==> src/rtl/sipo_deframer.sv <==
`default_nettype none
// ============================================================================
//  Module      : sipo_deframer
//  Description : Serial-in / parallel-out frame recovery. Rebuilds words from
//                an MSB-first serial stream, hunts bit-by-bit for SYNC_WORD,
//                confirms alignment over LOCK_COUNT sync slots, then delivers
//                each data word with a one-cycle strobe. Isolated sync errors
//                while locked are flywheeled over; MISS_LIMIT consecutive
//                errors force a fresh hunt.
//  Ports       : clk         - rising-edge clock
//                rst_n       - synchronous reset, ACTIVE HIGH (legacy name)
//                sin         - serial data, MSB of each word first
//                sin_en      - sin valid this cycle; nothing advances when low
//                dout        - last recovered data word (held between strobes)
//                dout_valid  - one-cycle strobe: dout carries a new data word
//                sync_pulse  - one-cycle strobe: sync slot matched SYNC_WORD
//                err_sync    - one-cycle strobe: sync slot mismatch while locked
//                locked      - frame alignment established
//  Revision    : 1.0 - initial release
// ============================================================================
module sipo_deframer #(
    parameter int                    DATA_WIDTH  = 4,
    parameter logic [DATA_WIDTH-1:0] SYNC_WORD   = 4'b1011,
    parameter int                    FRAME_WORDS = 3,
    parameter int                    LOCK_COUNT  = 2,
    parameter int                    MISS_LIMIT  = 2
) (
    input  wire logic                  clk,
    input  wire logic                  rst_n,
    input  wire logic                  sin,
    input  wire logic                  sin_en,
    output logic [DATA_WIDTH-1:0]      dout,
    output logic                       dout_valid,
    output logic                       sync_pulse,
    output logic                       err_sync,
    output logic                       locked
);

    localparam int c_bit_w  = $clog2(DATA_WIDTH);
    localparam int c_slot_w = $clog2(FRAME_WORDS + 1);
    localparam int c_good_w = $clog2(LOCK_COUNT + 1);
    localparam int c_miss_w = $clog2(MISS_LIMIT + 1);

    localparam logic [c_bit_w-1:0]  c_bit_last   = c_bit_w'(DATA_WIDTH - 1);
    localparam logic [c_slot_w-1:0] c_slot_last  = c_slot_w'(FRAME_WORDS);
    localparam logic [c_good_w-1:0] c_good_final = c_good_w'(LOCK_COUNT - 1);
    localparam logic [c_miss_w-1:0] c_miss_final = c_miss_w'(MISS_LIMIT - 1);

    typedef enum logic [1:0] {
        ST_HUNT   = 2'd0,
        ST_VERIFY = 2'd1,
        ST_LOCKED = 2'd2
    } state_t;

    // Only the W-1 most recent bits need storing: the incoming bit completes
    // the comparison window combinationally.
    state_t                  r_state;
    logic [DATA_WIDTH-2:0]   r_hist;
    logic [c_bit_w-1:0]      r_bit_cnt;
    logic [c_slot_w-1:0]     r_slot;
    logic [c_good_w-1:0]     r_good;
    logic [c_miss_w-1:0]     r_miss;
    logic [DATA_WIDTH-1:0]   r_dout;
    logic                    r_dout_valid;
    logic                    r_sync_pulse;
    logic                    r_err_sync;
    logic                    r_locked;

    state_t                  w_state_nxt;
    logic [DATA_WIDTH-2:0]   w_hist_nxt;
    logic [c_bit_w-1:0]      w_bit_nxt;
    logic [c_slot_w-1:0]     w_slot_nxt;
    logic [c_good_w-1:0]     w_good_nxt;
    logic [c_miss_w-1:0]     w_miss_nxt;
    logic [DATA_WIDTH-1:0]   w_dout_nxt;
    logic                    w_dv_nxt;
    logic                    w_sp_nxt;
    logic                    w_err_nxt;

    logic [DATA_WIDTH-1:0]   w_window;
    logic                    w_match;
    logic                    w_word_end;
    logic                    w_sync_slot;

    assign w_window    = {r_hist, sin};
    assign w_match     = (w_window == SYNC_WORD);
    assign w_word_end  = (r_bit_cnt == c_bit_last);
    assign w_sync_slot = (r_slot == '0);

    always_comb begin
        w_state_nxt = r_state;
        w_hist_nxt  = r_hist;
        w_bit_nxt   = r_bit_cnt;
        w_slot_nxt  = r_slot;
        w_good_nxt  = r_good;
        w_miss_nxt  = r_miss;
        w_dout_nxt  = r_dout;
        w_dv_nxt    = 1'b0;
        w_sp_nxt    = 1'b0;
        w_err_nxt   = 1'b0;

        if (sin_en) begin
            w_hist_nxt = w_window[DATA_WIDTH-2:0];

            // Word/slot tracking only runs once an alignment candidate exists.
            if (r_state != ST_HUNT) begin
                if (w_word_end) begin
                    w_bit_nxt  = '0;
                    w_slot_nxt = (r_slot == c_slot_last) ? '0 : r_slot + c_slot_w'(1);
                end else begin
                    w_bit_nxt  = r_bit_cnt + c_bit_w'(1);
                end
            end

            case (r_state)
                ST_HUNT: begin
                    // Bit-granular search: the hit defines the new word grid,
                    // so the next accepted bit is bit 0 of data slot 1.
                    if (w_match) begin
                        w_sp_nxt   = 1'b1;
                        w_bit_nxt  = '0;
                        w_slot_nxt = c_slot_w'(1);
                        w_good_nxt = c_good_w'(1);
                        w_miss_nxt = '0;
                        w_state_nxt = (LOCK_COUNT == 1) ? ST_LOCKED : ST_VERIFY;
                    end
                end

                ST_VERIFY: begin
                    if (w_word_end && w_sync_slot) begin
                        if (w_match) begin
                            w_sp_nxt   = 1'b1;
                            w_good_nxt = r_good + c_good_w'(1);
                            if (r_good == c_good_final) begin
                                w_state_nxt = ST_LOCKED;
                                w_miss_nxt  = '0;
                            end
                        end else begin
                            w_state_nxt = ST_HUNT;
                            w_bit_nxt   = '0;
                            w_slot_nxt  = '0;
                            w_good_nxt  = '0;
                            w_miss_nxt  = '0;
                        end
                    end
                end

                ST_LOCKED: begin
                    if (w_word_end) begin
                        if (!w_sync_slot) begin
                            w_dout_nxt = w_window;
                            w_dv_nxt   = 1'b1;
                        end else if (w_match) begin
                            w_sp_nxt   = 1'b1;
                            w_miss_nxt = '0;
                        end else begin
                            w_err_nxt = 1'b1;
                            if (r_miss == c_miss_final) begin
                                w_state_nxt = ST_HUNT;
                                w_bit_nxt   = '0;
                                w_slot_nxt  = '0;
                                w_good_nxt  = '0;
                                w_miss_nxt  = '0;
                            end else begin
                                // Flywheel: keep the old alignment.
                                w_miss_nxt = r_miss + c_miss_w'(1);
                            end
                        end
                    end
                end

                default: begin
                    w_state_nxt = ST_HUNT;
                    w_bit_nxt   = '0;
                    w_slot_nxt  = '0;
                    w_good_nxt  = '0;
                    w_miss_nxt  = '0;
                end
            endcase
        end
    end

    always_ff @(posedge clk) begin
        if (rst_n) begin
            r_state      <= ST_HUNT;
            r_hist       <= '0;
            r_bit_cnt    <= '0;
            r_slot       <= '0;
            r_good       <= '0;
            r_miss       <= '0;
            r_dout       <= '0;
            r_dout_valid <= 1'b0;
            r_sync_pulse <= 1'b0;
            r_err_sync   <= 1'b0;
            r_locked     <= 1'b0;
        end else begin
            r_state      <= w_state_nxt;
            r_hist       <= w_hist_nxt;
            r_bit_cnt    <= w_bit_nxt;
            r_slot       <= w_slot_nxt;
            r_good       <= w_good_nxt;
            r_miss       <= w_miss_nxt;
            r_dout       <= w_dout_nxt;
            r_dout_valid <= w_dv_nxt;
            r_sync_pulse <= w_sp_nxt;
            r_err_sync   <= w_err_nxt;
            // Registered decode of the next state, so locked tracks r_state.
            r_locked     <= (w_state_nxt == ST_LOCKED);
        end
    end

    assign dout       = r_dout;
    assign dout_valid = r_dout_valid;
    assign sync_pulse = r_sync_pulse;
    assign err_sync   = r_err_sync;
    assign locked     = r_locked;

endmodule
`default_nettype wire

==> config.mk <==
export PLATFORM = sky130hd
export DESIGN_NAME = sipo_deframer
export DESIGN_NICKNAME = d
export VERILOG_FILES = /design/src/rtl/sipo_deframer.sv
export SDC_FILE = /design/constraint.sdc
export NUM_CORES = 1
export LEC_CHECK = 0
export BUFFER_PORTS_ARGS = -buffer_cell sky130_fd_sc_hd__buf_4
export CELL_PAD_IN_SITES_DETAIL_PLACEMENT = 0
export CELL_PAD_IN_SITES_GLOBAL_PLACEMENT = 1
export CORE_MARGIN = 2
export CORE_UTILIZATION = 46
export DETAILED_ROUTE_END_ITERATION = 12
export PLACE_DENSITY_LB_ADDON = 0.1
export RECOVER_POWER = 50
export SLEW_MARGIN = 20
export SYNTH_ARGS = -nofsm -noshare
export SYNTH_HDL_FRONTEND = slang
export SYNTH_SLANG_ARGS = --single-unit
export TNS_END_PERCENT = 1
==> constraint.sdc <==
create_clock -name clk -period 2.9 [get_ports clk]
set_clock_uncertainty 0.05 [all_clocks]
set_input_delay 0.435 -clock clk [delete_from_list [all_inputs] [get_ports clk]]
set_output_delay 0.435 -clock clk [all_outputs]
set_load 0.01 [all_outputs]
# [Yosys cells after proc, flatten, opt, wreduce, memory -nomap -nowiden]
# Index checks and enable logic that the tools add are counted.
[word_totals] memories=0 ramBits=0 word_cells=99 latch_bits=0 romBits=0 in_bits=4 register_bits=21
[classes] div_mod_pow=0 n_lt_le_gt_ge=0 eq_ne=15 n_addsub=4 shifts=0 n_reduce_logical=10 n_mux=55 bitwise_logic=4 multipliers=0
[op_table] op="$mux 2" n=43
[op_table] op="$pmux 2 s3" n=5
[op_table] op="$ne 2x2->1 const B" n=6
[op_table] op="$add 2x1->2 const B" n=4
[op_table] op="$eq 2x2->1 const B" n=4
[op_table] op="$reduce_and 7->1" n=1
[op_table] op="$eq 2x1->1 const B" n=3
[op_table] op="$mux 1" n=6
[op_table] op="$reduce_and 6->1" n=1
[op_table] op="$reduce_or 5->1" n=1
[op_table] op="$eq 4x4->1 const B" n=1
[op_table] op="$logic_not 2->1" n=2
[op_table] op="$not 1->1" n=4
[op_table] op="$reduce_and 4->1" n=1
[op_table] op="$reduce_or 4->1" n=1
[op_table] op="$ne 3x3->1 const B" n=1
[op_table] op="$pmux 1 s3" n=1
[op_table] op="$reduce_bool 2->1" n=1
[op_table] op="$reduce_or 2->1" n=1
[op_table] op="$logic_and 1x1->1" n=1

# [Longest topological paths before layout]
# Gate-level depths: netlist (run 1).
[logic_depth] word_depth=9 mapped_depth=7

# [Worst setup path before layout (run 1)]
# OpenSTA, ideal clock, no wires.
[synth_path] kind="register to register" from="register r_slot[0]" to="register r_miss[0]" arrival_ps=1505 setup_time_ps=121 path_slack_ps=1224 n_path_buf=1 stages_incl_launch_ff=7 cell_sequence="dfxtp_1 inv_1 ha_1 and2_1 buf_2 o221ai_1 mux2_2"
[synth_between] elab_chain_cells=4 word_cells_on_any_way=5 classes_between="eq/ne (2); reduce/logical (3)"
[synth_lines] item="start, declared" line="60" rtl="logic [c_slot_w-1:0] r_slot;"
[synth_lines] item="start signal, assigned" line="200" rtl="r_slot <= w_slot_nxt;"
[synth_lines] item="$logic_not 2->1 *" line="88" rtl="assign w_sync_slot = (r_slot == '0);"
[synth_lines] item="$logic_and 1x1->1" line="130" rtl="if (w_word_end && w_sync_slot) begin"
[synth_lines] item="$ne 2x2->1 (no line)"
[synth_lines] item="$reduce_and 6->1 (no line) *"
[synth_lines] item="end signal, assigned" line="202" rtl="r_miss <= w_miss_nxt;"
[synth_lines] item="end, declared" line="62" rtl="logic [c_miss_w-1:0] r_miss;"
# Mark *: on every way between the ends. The rest lies on a longest branch, timed or not.
# A chain may end at the register's enable or synchronous reset.

# [Worst setup path after layout (run 1)]
# Same ends and word-level chain as after synthesis.

==> results of run 1 <==
-- layer usage --
metal	track usage, %	routed length [µm]	vias up
li1	-	-	429
met1	22.3	1060	403
met2	32.3	988	17
met3	6.00	77	6
met4	5.13	49	0
met5	0	0	-
-- registers in the layout, summed over array words and instances, names as in the netlist, 2 cells and up --
name / flops
r_bit_cnt: 2
r_miss: 2
dout: 4
r_good: 2
r_hist: 3
r_state: 2
r_slot: 2
-- report_power, final --
| group | switching (mW) | internal (mW) |
|---|---|---|
| logic | 0.0137 | 0.00739 |
| clock network | 0.0898 | 0.0515 |
| registers | 0.00219 | 0.290 |
-- worst max-delay path, stage by stage (launching register included) --
cell and delay, ns:
dfxtp_1 0.41, inv_1 0.09, ha_1 0.26, and2_0 0.30
o221ai_1 0.33, mux2_2 0.37
-- path summary, 6_finish.rpt --
check | startpoint | endpoint | slack (ns) | cells after the start
worst max-delay path | r_slot[0]$_SDFFE_PP0P_ | r_miss[0]$_SDFFE_PP0P_ | 0.98 | 5
worst min-delay path | sin | r_hist[0]$_SDFFE_PP0P_ | 0.35 | 3
worst max register to register | r_slot[0]$_SDFFE_PP0P_ | r_miss[0]$_SDFFE_PP0P_ | 0.98 | 5
worst min register to register | r_miss[1]$_SDFFE_PP0P_ | r_miss[1]$_SDFFE_PP0P_ | 0.42 | 1
-- cells by family after synthesis --
kind of cell             Yosys count  synth area share, %
AO/OA/AOI/OAI                     23                 16.6
adder cells (fa/ha/maj)            4                 4.65
buffers and inverters             14                 6.05
flip-flops                        21                 39.1
multiplexers                      11                 10.3
AND/OR/NAND/NOR                   44                 23.3
-- cells in the mapped netlist, types with 2 or more instances --
master | count | area share [%]
nand2_1 | 9 | 3.1
a21oi_1 | 3 | 1.4
mux2i_1 | 10 | 9.3
a22o_1 | 2 | 1.6
buf_2 | 4 | 1.9
dfxtp_1 | 21 | 39
nor2b_1 | 3 | 1.7
nand3_1 | 2 | 0.93
nand2b_1 | 2 | 1.2
inv_1 | 7 | 2.4
a31oi_1 | 2 | 1.2
o21ai_0 | 5 | 2.3
ha_1 | 4 | 4.7
and2_1 | 5 | 2.9
o221ai_1 | 2 | 1.6
nor2_1 | 12 | 4.2
nor3_1 | 4 | 1.9
-- cell type report --
class / count / area, µm² / area share [%]
Sequential cell: 21 / 420 / 36.5
Clock buffer: 3 / 22.5 / 1.95
Clock inverter: 1 / 5.00 / 0.434
Tap cell: 28 / 35.0 / 3.04
Multi-Input combinational cell: 82 / 591 / 51.2
Inverter: 7 / 26.3 / 2.28
Timing Repair Buffer: 11 / 52.6 / 4.56
-- stage by stage --
stage	setup WS (ns)	cells	power [mW]	util (%)
finish	0.981	153	0.455	52.1
global route	0.815	153	0.478	52.1
CTS	1.05	153	0.458	53.5
detailed placement	1.06	149	0.320	52.2
global placement	1.13	149	0.320	52.2
floorplan	1.22	117	0.312	-
==> flow_summary.json, run 1 <==
{
  "clk_latency_ns": 0.30,
  "io_buffer_count": 11,
  "drtIter0Drc": 8,
  "drv_slew": 0,
  "clock-root-buffer": "clkbuf_4",
  "max_freq_mhz": 521,
  "tightest_slew_ns": 0.497,
  "ys_seq_area_share_pct": 39.1,
  "rsz0062_at_grt": "false",
  "drc": 0,
  "leakagePower_nw": 0.440,
  "whs_ns": 0.354,
  "synth_edf_count": 0,
  "syn_avg_cell_area_um2": 9.20,
  "initial_utilization_pct": 48.6,
  "gr-total-overflow": 0,
  "cp_max_fo": 7,
  "worstPathArrival_ns": 2.08,
  "post_cts_resized": 0,
  "fillers": 228,
  "fin_crit_ns": 1.92,
  "numCtsBuffers": 3,
  "rows": 17,
  "die_w_um": 52.4,
  "cts.sinks": 21,
  "antenna_found_initial": 0,
  "fp.dieH_um": 52.4,
  "synthFlopType": "dfxtp_1",
  "critPathKind": "flip-flop to flip-flop",
  "drt-pass1-iter-count": 4,
  "wirelength_mm": 2.18,
  "n_antenna_cell": 0,
  "finalSetupTns_ns": 0,
  "dp_hpwl_mm": 1.59,
  "final_common_cell": "dfxtp_1",
  "cts_tree": "done",
  "status": "completed",
  "p_per_area_mw_per_mm2": 394,
  "die_area_mm2": 0.00274,
  "via_per_inst": 5.59,
  "gp_congestion": 0.862,
  "ys_warn_count": 0,
  "pin_count": 12,
  "slew_headroom_pct": 66.8,
  "fin_crit_sh_pct": 66.2,
  "vias": 855,
  "cts.htree.levels": 1,
  "layout_common_cells": "21 x dfxtp_1, 12 x nor2_1, 10 x mux2i_1",
  "required_ns": 3.06,
  "min_path_type": "input port to flip-flop",
  "worstSetupEndpointType": "flip-flop",
  "areaGrowthSynthToFinish_pct": 7.09,
  "synth_cell_type_count": 37,
  "syn_nets": 125,
  "track_usage_pct": 18.8,
  "cts_setup_buffers": 0,
  "routedWlPerCell_um": 14.2,
  "core-area_mm2": 0.00221,
  "ant_nets": 0,
  "layout-drive-gt1-share_pct": 12.0,
  "clockBufferDepth": 2,
  "layout.nets": 134,
  "synthArstFlopShare_pct": 0,
  "irDropWorstVdd_mv": 0.313,
  "netlist_instances": 117,
  "ctsHoldBuffers": 0,
  "setup_viol": 0,
  "syn_area_mm2": 0.00108,
  "first_global_vias": 851,
  "placed_area_mm2": 0.00115,
  "cts.reportedPaths.clkPinSlew_ns": 0.12,
  "final-hold-violation-count": 0,
  "start_kind": "flip-flop",
  "grt_max_degree": 19,
  "stdcell_area_mm2": 0.00115,
  "ys_ff_latch": 21,
  "grt_pass1_wl_mm": 3.75,
  "cap_viol_max_count": 0
}
Note: power is estimated with default switching activity, not from simulation.
==> run 2: changes to the inputs <==
--- a/config.mk
+++ b/config.mk
@@ -9,7 +9,7 @@
 export CELL_PAD_IN_SITES_DETAIL_PLACEMENT = 0
 export CELL_PAD_IN_SITES_GLOBAL_PLACEMENT = 1
 export CORE_MARGIN = 2
-export CORE_UTILIZATION = 46
+export CORE_UTILIZATION = 43
 export DETAILED_ROUTE_END_ITERATION = 12
 export PLACE_DENSITY_LB_ADDON = 0.1
 export RECOVER_POWER = 50
==> constraint.sdc (replaced) <==
create_clock -name clk -period 1.96 [get_ports clk]
set_clock_uncertainty 0.05 [all_clocks]
set_input_delay 0.294 -clock clk [delete_from_list [all_inputs] [get_ports clk]]
set_output_delay 0.294 -clock clk [all_outputs]
set_load 0.01 [all_outputs]
==> flow_summary.json, run 2 (synthesis gave the netlist of run 1 again) <==
{
  "status": "completed",
  "track_usage_pct": 17.7,
  "via_per_inst": 5.47,
  "dp_hpwl_mm": 1.57,
  "crit_chain": "inv_1, ha_1, and2_1, o221ai_1, mux2_2",
  "grt_max_degree": 19,
  "cts_setup_buffers": 0,
  "gp_congestion": 0.788,
  "io_buffer_count": 11,
  "worstPathArrival_ns": 1.91,
  "fp.dieH_um": 54.0,
  "largest_register_ffs": 4,
  "clock-root-buffer": "clkbuf_4",
  "critPathKind": "flip-flop to flip-flop",
  "cts.reportedPaths.clkPinSlew_ns": 0.12,
  "drt-pass1-iter-count": 4,
  "routedWlPerCell_um": 13.6,
  "whs_ns": 0.218,
  "numCtsBuffers": 3,
  "irDropWorstVdd_mv": 0.416,
  "cts.sinks": 21,
  "final-hold-violation-count": 0,
  "grt_pass1_wl_mm": 3.72,
  "areaGrowthSynthToFinish_pct": 9.07,
  "cap_viol_max_count": 0,
  "cp_max_fo": 7,
  "fin_crit_ns": 1.75,
  "cp_slowest_stage_delay_ns": 0.38,
  "rsz0062_at_grt": "false",
  "layout.nets": 137,
  "timing.rr.start": "r_slot[0]$_SDFFE_PP0P_",
  "post-route-util_pct": 48.3,
  "reg2reg_setup_slack_ns": 0.21,
  "first_global_vias": 829,
  "worstSetupEndpointType": "flip-flop",
  "layout_common_cells": "21 x dfxtp_1, 12 x nor2_1, 10 x mux2i_1",
  "ant_nets": 0,
  "fin_ws_ns": 0.206,
  "hold_depth": 3,
  "slew_headroom_pct": 76.7,
  "final_common_cell": "dfxtp_1",
  "antenna_found_initial": 0,
  "start_kind": "flip-flop",
  "setup_viol": 0,
  "p_per_area_mw_per_mm2": 574,
  "crit_buf_inv": 1,
  "die_area_mm2": 0.00292,
  "finalSetupTns_ns": 0,
  "wirelength_mm": 2.15,
  "max_freq_mhz": 570,
  "rows": 18,
  "power_uw": 673,
  "drv_slew": 0,
  "cts.htree.levels": 1,
  "worstHoldStart": "sin",
  "clockBufferDepth": 2,
  "cpMaxStageDelayCell": "dfxtp_1",
  "core-area_mm2": 0.00243,
  "initial_utilization_pct": 44.2,
  "critical_path.top_delay_family": "flip-flops",
  "cts_tree": "done",
  "worstReg2RegEnd": "r_miss[0]$_SDFFE_PP0P_",
  "drtIter0Drc": 12,
  "min_to": "r_hist[0]$_SDFFE_PP0P_",
  "leakagePower_nw": 0.453,
  "layout-drive-gt1-share_pct": 13.3,
  "die_w_um": 54.0,
  "min_path_type": "input port to flip-flop",
  "ctsHoldBuffers": 0,
  "tightest_slew_ns": 0.350,
  "pre_cts_ws_ns": 0.233,
  "clk_latency_ns": 0.30,
  "gr-total-overflow": 0,
  "required_ns": 2.11,
  "pin_count": 12,
  "fin_crit_sh_pct": 89.5,
  "n_antenna_cell": 0,
  "reg2reg_depth": 5,
  "drc": 0,
  "vias": 864,
  "post_cts_resized": 0
}
## run 2: how the worst max path moves through the flow
stage | start | endpoint | slack (ns) | cells after the start
after floorplan | r_slot[0]$_SDFFE_PP0P_ | r_miss[0]$_SDFFE_PP0P_ | 0.28 | 6
after global placement | r_slot[0]$_SDFFE_PP0P_ | r_miss[0]$_SDFFE_PP0P_ | 0.28 | 5
after detailed placement | r_slot[0]$_SDFFE_PP0P_ | r_miss[0]$_SDFFE_PP0P_ | 0.23 | 5
after CTS | r_slot[0]$_SDFFE_PP0P_ | r_miss[0]$_SDFFE_PP0P_ | 0.20 | 5
after global routing | r_bit_cnt[0]$_SDFFE_PP0P_ | dout[3]$_SDFFE_PP0P_ | 0.07 | 6
final | r_slot[0]$_SDFFE_PP0P_ | r_miss[0]$_SDFFE_PP0P_ | 0.21 | 5
## run 2: layout make-up
cell class,count,area [µm²]
Timing Repair Buffer,14,71.3
Multi-Input combinational cell,82,591
Sequential cell,21,420
Inverter,7,26.3
Fill cell,262,1260
Tap cell,30,37.5
Clock inverter,1,5.00
Clock buffer,3,22.5
## run 2: worst min-delay path, cell delays in order
cell and delay, ns:
buf_4 0.11, mux2i_1 0.06, nor2_1 0.07
## run 2: metrics by stage
step | cell area, µm² | std cells
after floorplan | 1080 | 117
after global placement | 1180 | 154
after detailed placement | 1180 | 154
after CTS | 1210 | 158
after global routing | 1170 | 158
final | 1170 | 158
## run 2: report_power, final
part           leakage, nW  internal (mW)  switching (mW)
clock network       0.0177         0.0760           0.132
logic                0.265         0.0122          0.0208
registers            0.169          0.429         0.00310
## run 2: per-layer routing
metal / GRT usage (%) / up-vias / routed length, µm
met3: 5.00 / 4 / 79
li1: - / 437 / -
met1: 22.1 / 406 / 1040
met4: 3.75 / 0 / 24
met5: 0 / - / 0
met2: 30.1 / 17 / 1000
==> run 3: changes to the inputs <==
--- a/config.mk
+++ b/config.mk
@@ -11,9 +11,10 @@
 export CORE_MARGIN = 2
 export CORE_UTILIZATION = 43
 export DETAILED_ROUTE_END_ITERATION = 12
+export MAX_ROUTING_LAYER = met4
 export PLACE_DENSITY_LB_ADDON = 0.1
 export RECOVER_POWER = 50
-export SLEW_MARGIN = 20
+export SLEW_MARGIN = 5
 export SYNTH_ARGS = -nofsm -noshare
 export SYNTH_HDL_FRONTEND = slang
 export SYNTH_SLANG_ARGS = --single-unit
==> flow_summary.json, run 3 (synthesis gave the netlist of run 1 again) <==
{
  "cap_viol_max_count": 0,
  "worstHoldStart": "sin",
  "clock-root-buffer": "clkbuf_4",
  "ant_nets": 0,
  "io_buffer_count": 11,
  "min_to": "r_hist[0]$_SDFFE_PP0P_",
  "min_path_type": "input port to flip-flop",
  "tightest_slew_ns": 0.362,
  "wirelength_mm": 2.16,
  "slew_headroom_pct": 75.8,
  "cts.htree.levels": 1,
  "largest_register_ffs": 4,
  "worstSetupEndpointType": "flip-flop",
  "worstPathArrival_ns": 1.91,
  "finalSetupTns_ns": 0,
  "final_common_cell": "dfxtp_1",
  "final-hold-violation-count": 0,
  "worstReg2RegEnd": "r_miss[0]$_SDFFE_PP0P_",
  "start_kind": "flip-flop",
  "via_per_inst": 5.48,
  "reg2reg_setup_slack_ns": 0.20,
  "cts.reportedPaths.clkPinSlew_ns": 0.12,
  "clockBufferDepth": 2,
  "die_area_mm2": 0.00292,
  "crit_chain": "inv_1, ha_1, and2_1, o221ai_1, mux2_2",
  "numCtsBuffers": 3,
  "grt_pass1_wl_mm": 3.74,
  "drv_slew": 0,
  "critPathKind": "flip-flop to flip-flop",
  "ctsHoldBuffers": 0,
  "reg2reg_depth": 5,
  "grt_max_degree": 19,
  "fin_crit_sh_pct": 89.7,
  "required_ns": 2.11,
  "first_global_vias": 831,
  "antenna_found_initial": 0,
  "placed_area_mm2": 0.00118,
  "post_cts_resized": 0,
  "cts.sinks": 21,
  "clk_latency_ns": 0.30,
  "max_freq_mhz": 569,
  "fp.dieH_um": 54.0,
  "cpMaxStageDelayCell": "dfxtp_1",
  "drtIter0Drc": 12,
  "hold_depth": 3,
  "status": "completed",
  "track_usage_pct": 18.2,
  "gr-total-overflow": 0,
  "p_per_area_mw_per_mm2": 572,
  "areaGrowthSynthToFinish_pct": 9.07,
  "whs_ns": 0.220,
  "initial_utilization_pct": 44.2,
  "setup_viol": 0,
  "cts_tree": "done",
  "rows": 18,
  "cp_max_fo": 7,
  "dp_hpwl_mm": 1.57,
  "drc": 0,
  "fin_crit_ns": 1.76,
  "power_uw": 671,
  "irDropWorstVdd_mv": 0.412,
  "layout.nets": 137,
  "rsz0062_at_grt": "false",
  "routedWlPerCell_um": 13.7,
  "stdcell_area_mm2": 0.00117,
  "critical_path.top_delay_family": "flip-flops",
  "pin_count": 12,
  "core-area_mm2": 0.00243,
  "gp_congestion": 0.799,
  "timing.rr.start": "r_slot[0]$_SDFFE_PP0P_",
  "die_w_um": 54.0,
  "n_antenna_cell": 0,
  "crit_buf_inv": 1,
  "drt-pass1-iter-count": 4,
  "layout_common_cells": "21 x dfxtp_1, 12 x nor2_1, 10 x mux2i_1",
  "cts_setup_buffers": 0,
  "layout-drive-gt1-share_pct": 13.3,
  "cp_slowest_stage_delay_ns": 0.39,
  "leakagePower_nw": 0.453,
  "vias": 866
}
run 3: tightest hold or removal path, stage by stage:
cell,delay [ns]
buf_4,0.11
mux2i_1,0.06
nor2_1,0.07
run 3: worst max-delay path by stage:
stage	startpoint	endpoint	slack, ns	cells past startpoint
6_report	r_slot[0]$_SDFFE_PP0P_	r_miss[0]$_SDFFE_PP0P_	0.20	5
5_1_grt	r_bit_cnt[0]$_SDFFE_PP0P_	dout[3]$_SDFFE_PP0P_	0.07	6
4_1_cts	r_slot[0]$_SDFFE_PP0P_	r_miss[0]$_SDFFE_PP0P_	0.20	5
3_5_place_dp	r_slot[0]$_SDFFE_PP0P_	r_miss[0]$_SDFFE_PP0P_	0.23	5
3_3_place_gp	r_slot[0]$_SDFFE_PP0P_	r_miss[0]$_SDFFE_PP0P_	0.28	5
2_1_floorplan	r_slot[0]$_SDFFE_PP0P_	r_miss[0]$_SDFFE_PP0P_	0.28	6
run 3: area by class of cell:
type	instances	area, µm²
fillers	262	1260
inverters	7	26.3
well taps	30	37.5
clock buffers	3	22.5
clock inverters	1	5.00
flip-flops and latches	21	420
multi-input cells	82	591
repair buffers	14	71.3
run 3: report_power, final:
group	switching (mW)	internal, mW
sequential	0.00317	0.429
clock	0.130	0.0760
combinational	0.0208	0.0122
total	0.154	0.517
run 3: layer usage:
layer | global-route usage, % | share of wire [%] | up-vias
li1 | - | - | 440
met1 | 22.3 | 50 | 406
met2 | 30.1 | 46 | 16
met3 | 5.00 | 3.2 | 4
met4 | 3.75 | 1.3 | 0
met5 | - | 0 | -
run 3: metrics by stage:
| stage | instances | setup slack [ns] | utilization (%) |
|---|---|---|---|
| after floorplan | 117 | 0.284 | - |
| after global placement | 154 | 0.276 | 48.5 |
| after detailed placement | 154 | 0.233 | 48.5 |
| after CTS | 158 | 0.204 | 49.6 |
| after global routing | 158 | 0.0709 | 48.3 |
| final | 158 | 0.202 | 48.3 |
